===== config.mk =====
export PLATFORM = sky130hd
export DESIGN_NAME = mem_access_stage
export DESIGN_NICKNAME = d
export VERILOG_FILES = /design/src/rtl/mem_access_stage.sv
export SDC_FILE = /design/constraint.sdc
export NUM_CORES = 1
export LEC_CHECK = 0
export BUFFER_PORTS_ARGS = -buffer_cell sky130_fd_sc_hd__buf_2
export CORE_ASPECT_RATIO = 0.9
export CORE_MARGIN = 1.5
export CORE_UTILIZATION = 45
export DETAILED_ROUTE_END_ITERATION = 7
export HOLD_SLACK_MARGIN = 0.06
export PLACE_DENSITY = 0.87
export SLEW_MARGIN = 20
export SYNTH_ARGS = -nofsm -noshare
export SYNTH_HDL_FRONTEND = slang
export SYNTH_SLANG_ARGS = --single-unit

===== constraint.sdc =====
create_clock -name clk -period 1.9 [get_ports clk]
set_clock_uncertainty 0.2 [all_clocks]
set_input_delay 0.38 -clock clk [delete_from_list [all_inputs] [get_ports clk]]
set_output_delay 0.38 -clock clk [all_outputs]
set_load 0.05 [all_outputs]

===== src/rtl/mem_access_stage.sv =====
// Memory-access stage: one data-bus transaction per instruction,
// valid/ready on both sides, registered writeback bundle.
package mem_access_pkg;
  localparam int W_OPCODE = 6;
  localparam int W_CPU = 32;

  localparam logic [W_OPCODE-1:0] OP_ADD = 6'h00;
  localparam logic [W_OPCODE-1:0] OP_SUB = 6'h01;
  localparam logic [W_OPCODE-1:0] OP_AND = 6'h02;
  localparam logic [W_OPCODE-1:0] OP_OR  = 6'h03;
  localparam logic [W_OPCODE-1:0] OP_LB  = 6'h20;
  localparam logic [W_OPCODE-1:0] OP_LH  = 6'h21;
  localparam logic [W_OPCODE-1:0] OP_LW  = 6'h23;
  localparam logic [W_OPCODE-1:0] OP_LBU = 6'h24;
  localparam logic [W_OPCODE-1:0] OP_LHU = 6'h25;
  localparam logic [W_OPCODE-1:0] OP_SB  = 6'h28;
  localparam logic [W_OPCODE-1:0] OP_SH  = 6'h29;
  localparam logic [W_OPCODE-1:0] OP_SW  = 6'h2B;
endpackage

module mem_access_stage
  import mem_access_pkg::*;
#(
  parameter int TIMEOUT = 255,
  parameter int W_RADDR = 5
) (
  input  logic               clk,
  input  logic               rst,
  input  logic               in_valid,
  output logic               in_ready,
  input  logic [W_OPCODE-1:0] mem_op,
  input  logic [W_CPU-1:0]   alu_result,
  input  logic [W_CPU-1:0]   store_data,
  input  logic [W_RADDR-1:0] rd_in,
  output logic               bus_req,
  output logic               bus_we,
  output logic [W_CPU-1:0]   bus_addr,
  output logic [W_CPU-1:0]   bus_wdata,
  output logic [3:0]         bus_wstrb,
  input  logic               bus_ack,
  input  logic [W_CPU-1:0]   bus_rdata,
  output logic               out_valid,
  input  logic               out_ready,
  output logic [W_CPU-1:0]   wb_data,
  output logic [W_RADDR-1:0] wb_rd,
  output logic               wb_en,
  output logic               mem_err
);

  localparam int W_CNT = $clog2(TIMEOUT + 1);

  typedef enum logic [1:0] {
    IDLE,
    BUS,
    DONE
  } state_t;

  typedef enum logic [1:0] {
    SZ_B,
    SZ_H,
    SZ_W
  } size_t;

  state_t state, state_d;

  logic [W_CNT-1:0] cnt;
  logic [W_CPU-1:0] addr_q;
  logic [3:0] strb_q;
  logic we_q;
  logic load_q;
  logic sext_q;
  size_t sz_q;

  logic is_load, is_store, sext;
  size_t sz;
  logic misal, go_bus;
  logic accept, ack_hit, tmo;
  logic [3:0] strb_d;
  logic [W_CPU-1:0] wdata_d;
  logic [7:0] ld_byte;
  logic [15:0] ld_half;
  logic [W_CPU-1:0] ld_val;

  // Decode the incoming opcode and build lane enables / store data.
  always_comb begin
    is_load = 1'b0;
    is_store = 1'b0;
    sext = 1'b0;
    sz = SZ_W;
    unique case (mem_op)
      OP_LB:  begin is_load = 1'b1; sext = 1'b1; sz = SZ_B; end
      OP_LBU: begin is_load = 1'b1; sz = SZ_B; end
      OP_LH:  begin is_load = 1'b1; sext = 1'b1; sz = SZ_H; end
      OP_LHU: begin is_load = 1'b1; sz = SZ_H; end
      OP_LW:  begin is_load = 1'b1; sz = SZ_W; end
      OP_SB:  begin is_store = 1'b1; sz = SZ_B; end
      OP_SH:  begin is_store = 1'b1; sz = SZ_H; end
      OP_SW:  begin is_store = 1'b1; sz = SZ_W; end
      default: ;
    endcase
    misal = (sz == SZ_W && alu_result[1:0] != 2'b00)
         || (sz == SZ_H && alu_result[0]);
    go_bus = (is_load | is_store) & ~misal;
    strb_d = 4'b1111;
    wdata_d = store_data;
    unique case (sz)
      SZ_B: begin
        strb_d = 4'b0001 << alu_result[1:0];
        wdata_d = {4{store_data[7:0]}};
      end
      SZ_H: begin
        strb_d = 4'b0011 << alu_result[1:0];
        wdata_d = {2{store_data[15:0]}};
      end
      default: ;
    endcase
  end

  // Pick and extend the addressed lane of the read word.
  always_comb begin
    ld_byte = bus_rdata[7:0];
    unique case (addr_q[1:0])
      2'd1: ld_byte = bus_rdata[15:8];
      2'd2: ld_byte = bus_rdata[23:16];
      2'd3: ld_byte = bus_rdata[31:24];
      default: ;
    endcase
    ld_half = addr_q[1] ? bus_rdata[31:16] : bus_rdata[15:0];
    ld_val = bus_rdata;
    unique case (sz_q)
      SZ_B: ld_val = {{24{sext_q & ld_byte[7]}}, ld_byte};
      SZ_H: ld_val = {{16{sext_q & ld_half[15]}}, ld_half};
      default: ;
    endcase
  end

  // Next-state logic and handshake decode.
  always_comb begin
    state_d = state;
    in_ready = 1'b0;
    accept = 1'b0;
    ack_hit = 1'b0;
    tmo = 1'b0;
    unique case (state)
      IDLE: in_ready = 1'b1;
      BUS: begin
        if (bus_ack) begin
          ack_hit = 1'b1;
          state_d = DONE;
        end else if (cnt == W_CNT'(TIMEOUT - 1)) begin
          tmo = 1'b1;
          state_d = DONE;
        end
      end
      DONE: begin
        in_ready = out_ready;
        if (out_ready) state_d = IDLE;
      end
      default: state_d = IDLE;
    endcase
    accept = in_valid & in_ready;
    if (accept) state_d = go_bus ? BUS : DONE;
  end

  // State register.
  always_ff @(posedge clk) begin
    if (rst) state <= IDLE;
    else state <= state_d;
  end

  // Capture the bundle, run the wait counter, fill the writeback regs.
  always_ff @(posedge clk) begin
    if (rst) begin
      cnt <= '0;
      addr_q <= '0;
      strb_q <= '0;
      we_q <= 1'b0;
      load_q <= 1'b0;
      sext_q <= 1'b0;
      sz_q <= SZ_W;
      bus_wdata <= '0;
      wb_data <= '0;
      wb_rd <= '0;
      wb_en <= 1'b0;
      mem_err <= 1'b0;
    end else if (accept) begin
      cnt <= '0;
      addr_q <= alu_result;
      strb_q <= is_store ? strb_d : 4'b0000;
      we_q <= is_store;
      load_q <= is_load;
      sext_q <= sext;
      sz_q <= sz;
      bus_wdata <= wdata_d;
      wb_rd <= rd_in;
      if (!(is_load | is_store)) begin
        wb_data <= alu_result;
        wb_en <= (rd_in != '0);
        mem_err <= 1'b0;
      end else begin
        wb_data <= '0;
        wb_en <= 1'b0;
        mem_err <= misal;
      end
    end else if (ack_hit) begin
      if (load_q) begin
        wb_data <= ld_val;
        wb_en <= (wb_rd != '0);
      end
    end else if (tmo) begin
      mem_err <= 1'b1;
      wb_en <= 1'b0;
    end else if (state == BUS) begin
      cnt <= cnt + 1'b1;
    end
  end

  assign out_valid = (state == DONE);
  assign bus_req = (state == BUS);
  assign bus_we = bus_req & we_q;
  assign bus_wstrb = bus_req ? strb_q : 4'b0000;
  assign bus_addr = {addr_q[W_CPU-1:2], 2'b00};

endmodule


==> metrics.txt, run 1 <==
status=finished, violations left; failing checks=setup timing; Sw Ratio=31.6%; TritonCTS clock tree=yes; total I/O pin count=223; H-tree depth=4; internal reg-to-reg setup slack=0.01 ns; Synth Instances=738; total power density per cell area=918 nW/um^2; Final Setup Violations=7; Critical Path RT=1.32 ns; Tot Pwr=7930 uW; register area=2450 um^2; leading area contributor after synthesis=dfxtp_1; CP max stage delay=0.35 ns; Post-synth EDFFs=0; synth top area cells=dfxtp_1, nand2_1, a21oi_1; Max Fanout on Critical Path=8; Reg2Reg Launch Point=state[1]; initial antenna violation count=1; Hold Path Origin=store_data[24]; gr ovfl total=0; core area=13,300 um^2; fillers=1,012; worst-skew pair later-pin latency=0.42 ns; Commonest cells post-synth=dfxtp_1, nand2_1, a21oi_1; startpoint class of the critical path=flop; Die Ht=113 um; Layout Cells excl Fill=1,162; share of layout cells above drive strength 1=36.2%; first-pass GRT wire length=31,300 um; min Tclk post-route=1.98 ns; # nets final=1,095; die width=125 um; Longest Clk Path Bufs=2; max cap viols=0; synthesis-to-finish area growth=42.7%; RSZ-0062 raised after global routing=yes; Final period util=104%; DR WL/cell=17.9 um; via count=6,644; multi-input logic area=3250 um^2; Root Buffer=clkbuf_16; FFs w/ async S/R, synth=0%; top cell type's share of synthesized area=40.3%; switching power=2500 uW; Synth Register Bits=122; max-slew violations=0; Critical Path AT=1.40 ns; Comb pwr share=23.5%; nature of the critical path endpoint=output pin; Netlist cell types=54; CTS sink count=122; slowest CP cell=dfxtp_4; Rows=40; post-DP HPWL=13,400 um; total CTS buffers=17; share of power burned in the clock network=40.9%; Post-DRT Antenna Nets=0; worst hold slack=0.0622 ns; HP Class=in -> reg; Int Power=5430 uW; CP Cell Sequence=and2b_4, and2_4, buf_8; Synth warnings=0; setup ws final=-0.0799 ns; leakage power figure=0.00382 uW; largest net degree at the start of global routing=65; Port Buf Inserts=220; crit path from=state[1]; vias in the first global route=6,202; global placement routability congestion=0.994; synthesized area per cell=8.21 um^2; part of the Yosys area used for sequential elements=40.3%; Worst-path clk slew=0.06 ns; vias per inst=5.72; First DRT Iteration DRCs=516; final hold violation count=0; Seq pwr share=35.6%; Inst Count DP=1,081; most common cell in the netlist=dfxtp_1; Worst VDD drop=0.702 mV; Global Route Usage Sum=27.9%; Crit Path Class=reg -> out; final WL=20,800 um; Mapped Area=6060 um^2; DR pass1 iterations=5; die area=14,200 um^2; Post-synth top flop=dfxtp_1; # DRC=0; Starting Density=45.7%; Max Freq=0.505 GHz
[stage by stage]
| stage | setup WS, ns | instance area, um^2 | util (%) | TNS [ns] |
|---|---|---|---|---|
| 2_1_floorplan | 0.0186 | 6060 | - | 0 |
| 3_3_place_gp | -0.0275 | 7310 | 55.1 | -0.219 |
| 3_5_place_dp | -0.121 | 7310 | 55.1 | -1.35 |
| 4_1_cts | -0.0477 | 8420 | 63.5 | -0.333 |
| 5_1_grt | -0.113 | 8640 | 65.2 | -0.913 |
| 6_report | -0.0799 | 8640 | 65.2 | -0.431 |
[critical path: cells and delay by family (launching register included)]
| family | cells | cell delay [ns] |
|---|---|---|
| simple gates | 2 | 0.47 |
| buf+inv | 1 | 0.14 |
| flops | 1 | 0.35 |
[state kept, by name, indices dropped and copies added (netlist names), 2 cells and up]
| name | flops |
|---|---|
| addr_q | 32 |
| bus_wdata | 32 |
| cnt | 8 |
| state | 2 |
| strb_q | 4 |
| sz_q | 2 |
| wb_data | 32 |
| wb_rd | 5 |
[power groups by stage]
stage | clock, uW | sequential, uW | combinational (uW)
after global routing | 3370 | 2840 | 1970
final | 3240 | 2820 | 1870
after global placement | 0 | 2860 | 1660
after detailed placement | 0 | 2870 | 1680
after floorplan | 0 | 3270 | 802
after CTS | 3250 | 2820 | 1760
[layout by cell type, fill, tap and decap left out, types with 3 or more instances in the layout]
master	n
dlygate4sd3_1	44
o211ai_1	10
buf_6	7
buf_2	212
bufinv_16	3
and2_4	6
a221oi_1	5
clkbuf_16	18
a21oi_1	74
a211oi_1	25
nor4_1	10
buf_8	5
o21ai_0	12
a221oi_2	8
buf_12	4
mux2_2	6
mux2i_1	26
o22ai_1	8
a21o_1	3
clkinv_2	3
dfxtp_2	3
a22o_1	12
nand4_1	4
buf_4	41
dfxtp_1	118
nor3b_1	3
a211oi_2	9
a31oi_1	14
nor2_1	63
nand3_1	20
inv_1	13
nand2_1	120
o21ba_2	5
clkbuf_1	5
a311oi_2	5
xor2_1	5
and3_1	11
[metal layers]
layer | wire [um] | part of all wire, % | track usage (%) | up-vias
met3 | 2050 | 9.9 | 9.31 | 72
li1 | - | - | - | 3092
met5 | 0 | 0 | 0 | -
met1 | 8250 | 40 | 33.5 | 3099
met2 | 9720 | 47 | 45.1 | 381
met4 | 765 | 3.7 | 13.7 | 0
[worst paths after layout]
kind / to / cells past startpoint
setup / recovery: bus_wstrb[1] / 3
hold / removal: bus_wdata[24] / 3
setup reg to reg: wb_data[17] / 5
hold reg to reg: addr_q[10] / 2
[area by class of cell]
class	count	share of cell area [%]
Antenna cell	1	0.0290
Clock inverter	8	1.39
Sequential cell	122	28.4
Inverter	13	0.565
Multi-Input combinational cell	511	37.6
Clock buffer	23	5.30
Timing Repair Buffer	316	24.3
Tap cell	168	2.43
[logic make-up (layout without fill, tap and decap cells)]
| logic type | after synthesis | after routing | synth area share [%] |
|---|---|---|---|
| muxes | 35 | 35 | 5.93 |
| xor gates and xnor gates | 7 | 7 | 1.01 |
| adders and majority gates | 2 | 2 | 0.413 |
| DFF | 122 | 122 | 40.3 |
| buffers and inverters | 107 | 360 | 9.26 |
| other | 1 | 3 | 0.0619 |
| AOI/OAI and AO/OA | 208 | 209 | 24.3 |
| and+or+nand+nor | 256 | 256 | 18.7 |
[repair_timing]
item,4_1_cts,5_1_grt
hold buffers,44,0
buffers inserted,2,1
endpoints found under the setup margin,8,51
pin swaps,5,5
endpoints found under the hold margin,49,0
gates resized for setup,28,35
gates cloned,0,2
Note: power is estimated with default switching activity, not from simulation.
==> inputs of run 2 (changes only) <==
- CORE_UTILIZATION: 45 -> 50
- PLACE_DENSITY: 0.87 -> 0.91
- clock period: 1.9 -> 1.99 ns (I/O delays scaled with it)
==> run 2 against run 1 <==
The run now ends clean. Die area fell by 9.8%. Final area fell by 5.0%. Sequential power fell by 4%. Core utilization rose by 5.5 points. Total power fell by 5.0%. Sequential share of layout area rose by 1.5 points. Worst setup slack improved by 0.10 ns. Global-route usage rose by 2.5 points. First-iteration DRC count rose by 30%. Clock power fell by 3%. Largest power group unchanged.
==> metrics.txt, run 2 (synthesis results as in run 1) <==
Global Route Usage Sum=30.4% (+2.5 points); max-slew violations=0 (unchanged); largest net degree at the start of global routing=63 (-3.1%); worst hold slack=0.0704 ns (+0.00819 ns); die area=12,800 um^2 (-9.8%); Final Instance Area=8210 um^2 (-5.0%); # nets final=1,066 (-2.6%); Inst Count DP=1,064 (-1.6%); Layout Cells excl Fill=1,121 (-3.5%); synthesis-to-finish area growth=35.6%; DR WL met2=9520 um (-2.1%); min Tclk post-route=1.97 ns; Longest Clk Path Bufs=2 (unchanged); Root Buffer=clkbuf_16; Hold Path Origin=alu_result[30]; post-DP HPWL=14,000 um (+4.6%); Final period util=98.8%; final hold violation count=0 (unchanged); Sw Ratio=31.3% (-0.24 points); leakage power figure=0.00367 uW (-3.9%); CTS sink count=122 (unchanged); final WL=20,000 um (-3.6%); die width=119 um (-5.0%); vias per inst=5.83 (+2.0%); Worst VDD drop=0.718 mV (+2.3%); Max Fanout on Critical Path=8 (unchanged); setup_tns=0 ns (+0.431 ns); Rows=37 (-7.5%); Final Setup Violations=0 (-7); first-pass GRT wire length=30,900 um (-1.5%); vias in the first global route=6,269 (+1.1%); DR top layer=met4; Slew HR=65.9%; setup ws final=0.0247 ns (+0.105 ns); status=finished clean; leading cell type in the layout, fill and taps excluded=buf_2; Die Ht=107 um (-5.0%); Post-DRT Antenna Nets=0 (unchanged); total power density per cell area=918 nW/um^2 (about the same); Reg2Reg Launch Point=addr_q[1]; TritonCTS clock tree=yes; met3 WL=2170 um (+5.9%); Max Freq=0.509 GHz; initial antenna violation count=0 (-1); switching power=2360 uW (-5.7%); Port Buf Inserts=220 (unchanged); Crit Path Class=reg -> out; DR pass1 iterations=5 (unchanged); H-tree depth=4 (unchanged); gr ovfl total=0 (unchanged); max cap viols=0 (unchanged); measured slew at the worst slew-check pin=0.511 ns; Regs by FF count=addr_q x32, bus_wdata x32, wb_data x32; share of power burned in the clock network=41.8% (+0.9 points); First DRT Iteration DRCs=669 (+30%); crit path from=state[1]; Starting Density=52.1% (+6.5 points); startpoint class of the critical path=flop; core area=11,600 um^2 (-12%); HP Class=in -> reg; total I/O pin count=223 (unchanged); Comb pwr share=22.4% (-1.1 points); Critical Path RT=1.39 ns (+0.07 ns); M1 wire length=7580 um (-8.1%); worst-skew pair later-pin latency=0.40 ns (-0.02 ns); global placement routability congestion=0.974 (-2.0%); Placement Setup Slack=-0.110 ns (+0.0117 ns); via count=6,536 (-1.6%); total CTS buffers=17 (unchanged); Worst R2R Path Depth=6 (+1); Worst-path clk slew=0.05 ns (about the same); share of layout cells above drive strength 1=34.3% (-1.9 points); most frequent cells in the layout=buf_2, nand2_1, dfxtp_1, a21oi_1, nor2_1; # DRC=0 (unchanged); Int Power=5170 uW (-4.6%); RSZ-0062 raised after global routing=yes; DR WL/cell=17.9 um (-0.11%); Critical Path AT=1.37 ns (-0.03 ns); Cells on Worst Hold Path=3 (unchanged); Post-CTS Setup Bufs=0 (-2); number of diodes=0 (-1); nature of the critical path endpoint=output pin; Seq pwr share=35.8% (+0.2 points); dpl cell area=7290 um^2 (-0.27%)
-- run 2: cell types whose count changed in the layout (fill, tap and decap cells not counted), sizes merged --
cell	before	now
dlygate4sd3	44	25
buf	270	263
clkbuf	25	22
clkinv	3	6
clkinvlp	2	1
diode	1	0
o41a	2	1
-- run 2: what timing repair did --
action / 4_1_cts / 5_1_grt
hold endpoints to repair: 26 / 0
hold buffers: 25 / 0
setup endpoints to repair: 7 / 17
pin swaps: 0 / 0
gates resized for setup: 9 / 12
-- run 2: final timing paths --
path	to	slack, ns
hold / removal	addr_q[30]	0.07
hold reg to reg	addr_q[10]	0.25
setup / recovery	bus_wstrb[2]	0.02
setup reg to reg	wb_data[6]	0.09
-- run 2: final cells by class --
cell class	count	area (um^2)
clock buffer	22	464
inverter	13	48.8
multi-input combinational	510	3120
fill	840	3410
timing repair buffer	288	1800
clock inverter	10	143
tap	156	195
sequential	122	2450
-- run 2: per-stage QoR --
step / util, % / total power (uW)
after floorplan: - / 3880
after global placement: 62.7 / 4320
after detailed placement: 62.7 / 4350
after CTS: 70.3 / 7520
after global routing: 70.7 / 7800
final: 70.7 / 7540
-- run 2: power by group through the flow --
stage               registers, uW  logic [uW]  clock network, uW
floorplan                    3120         765                  0
global route                 2710        1780               3310
CTS                          2700        1660               3160
finish                       2700        1690               3150
global placement             2740        1580                  0
detailed placement           2740        1610                  0
-- run 2: worst max-delay path, stage by stage, from the launching register on --
cell	delay (ns)
dfxtp_4	0.35
and2b_2	0.28
and2_4	0.17
buf_6	0.16
-- run 2: per-layer routing --
| layer | global-route usage [%] | vias to the layer above |
|---|---|---|
| li1 | - | 3017 |
| met1 | 35.4 | 3007 |
| met2 | 50.9 | 445 |
| met3 | 9.48 | 67 |
| met4 | 14.8 | 0 |
| met5 | 0 | - |
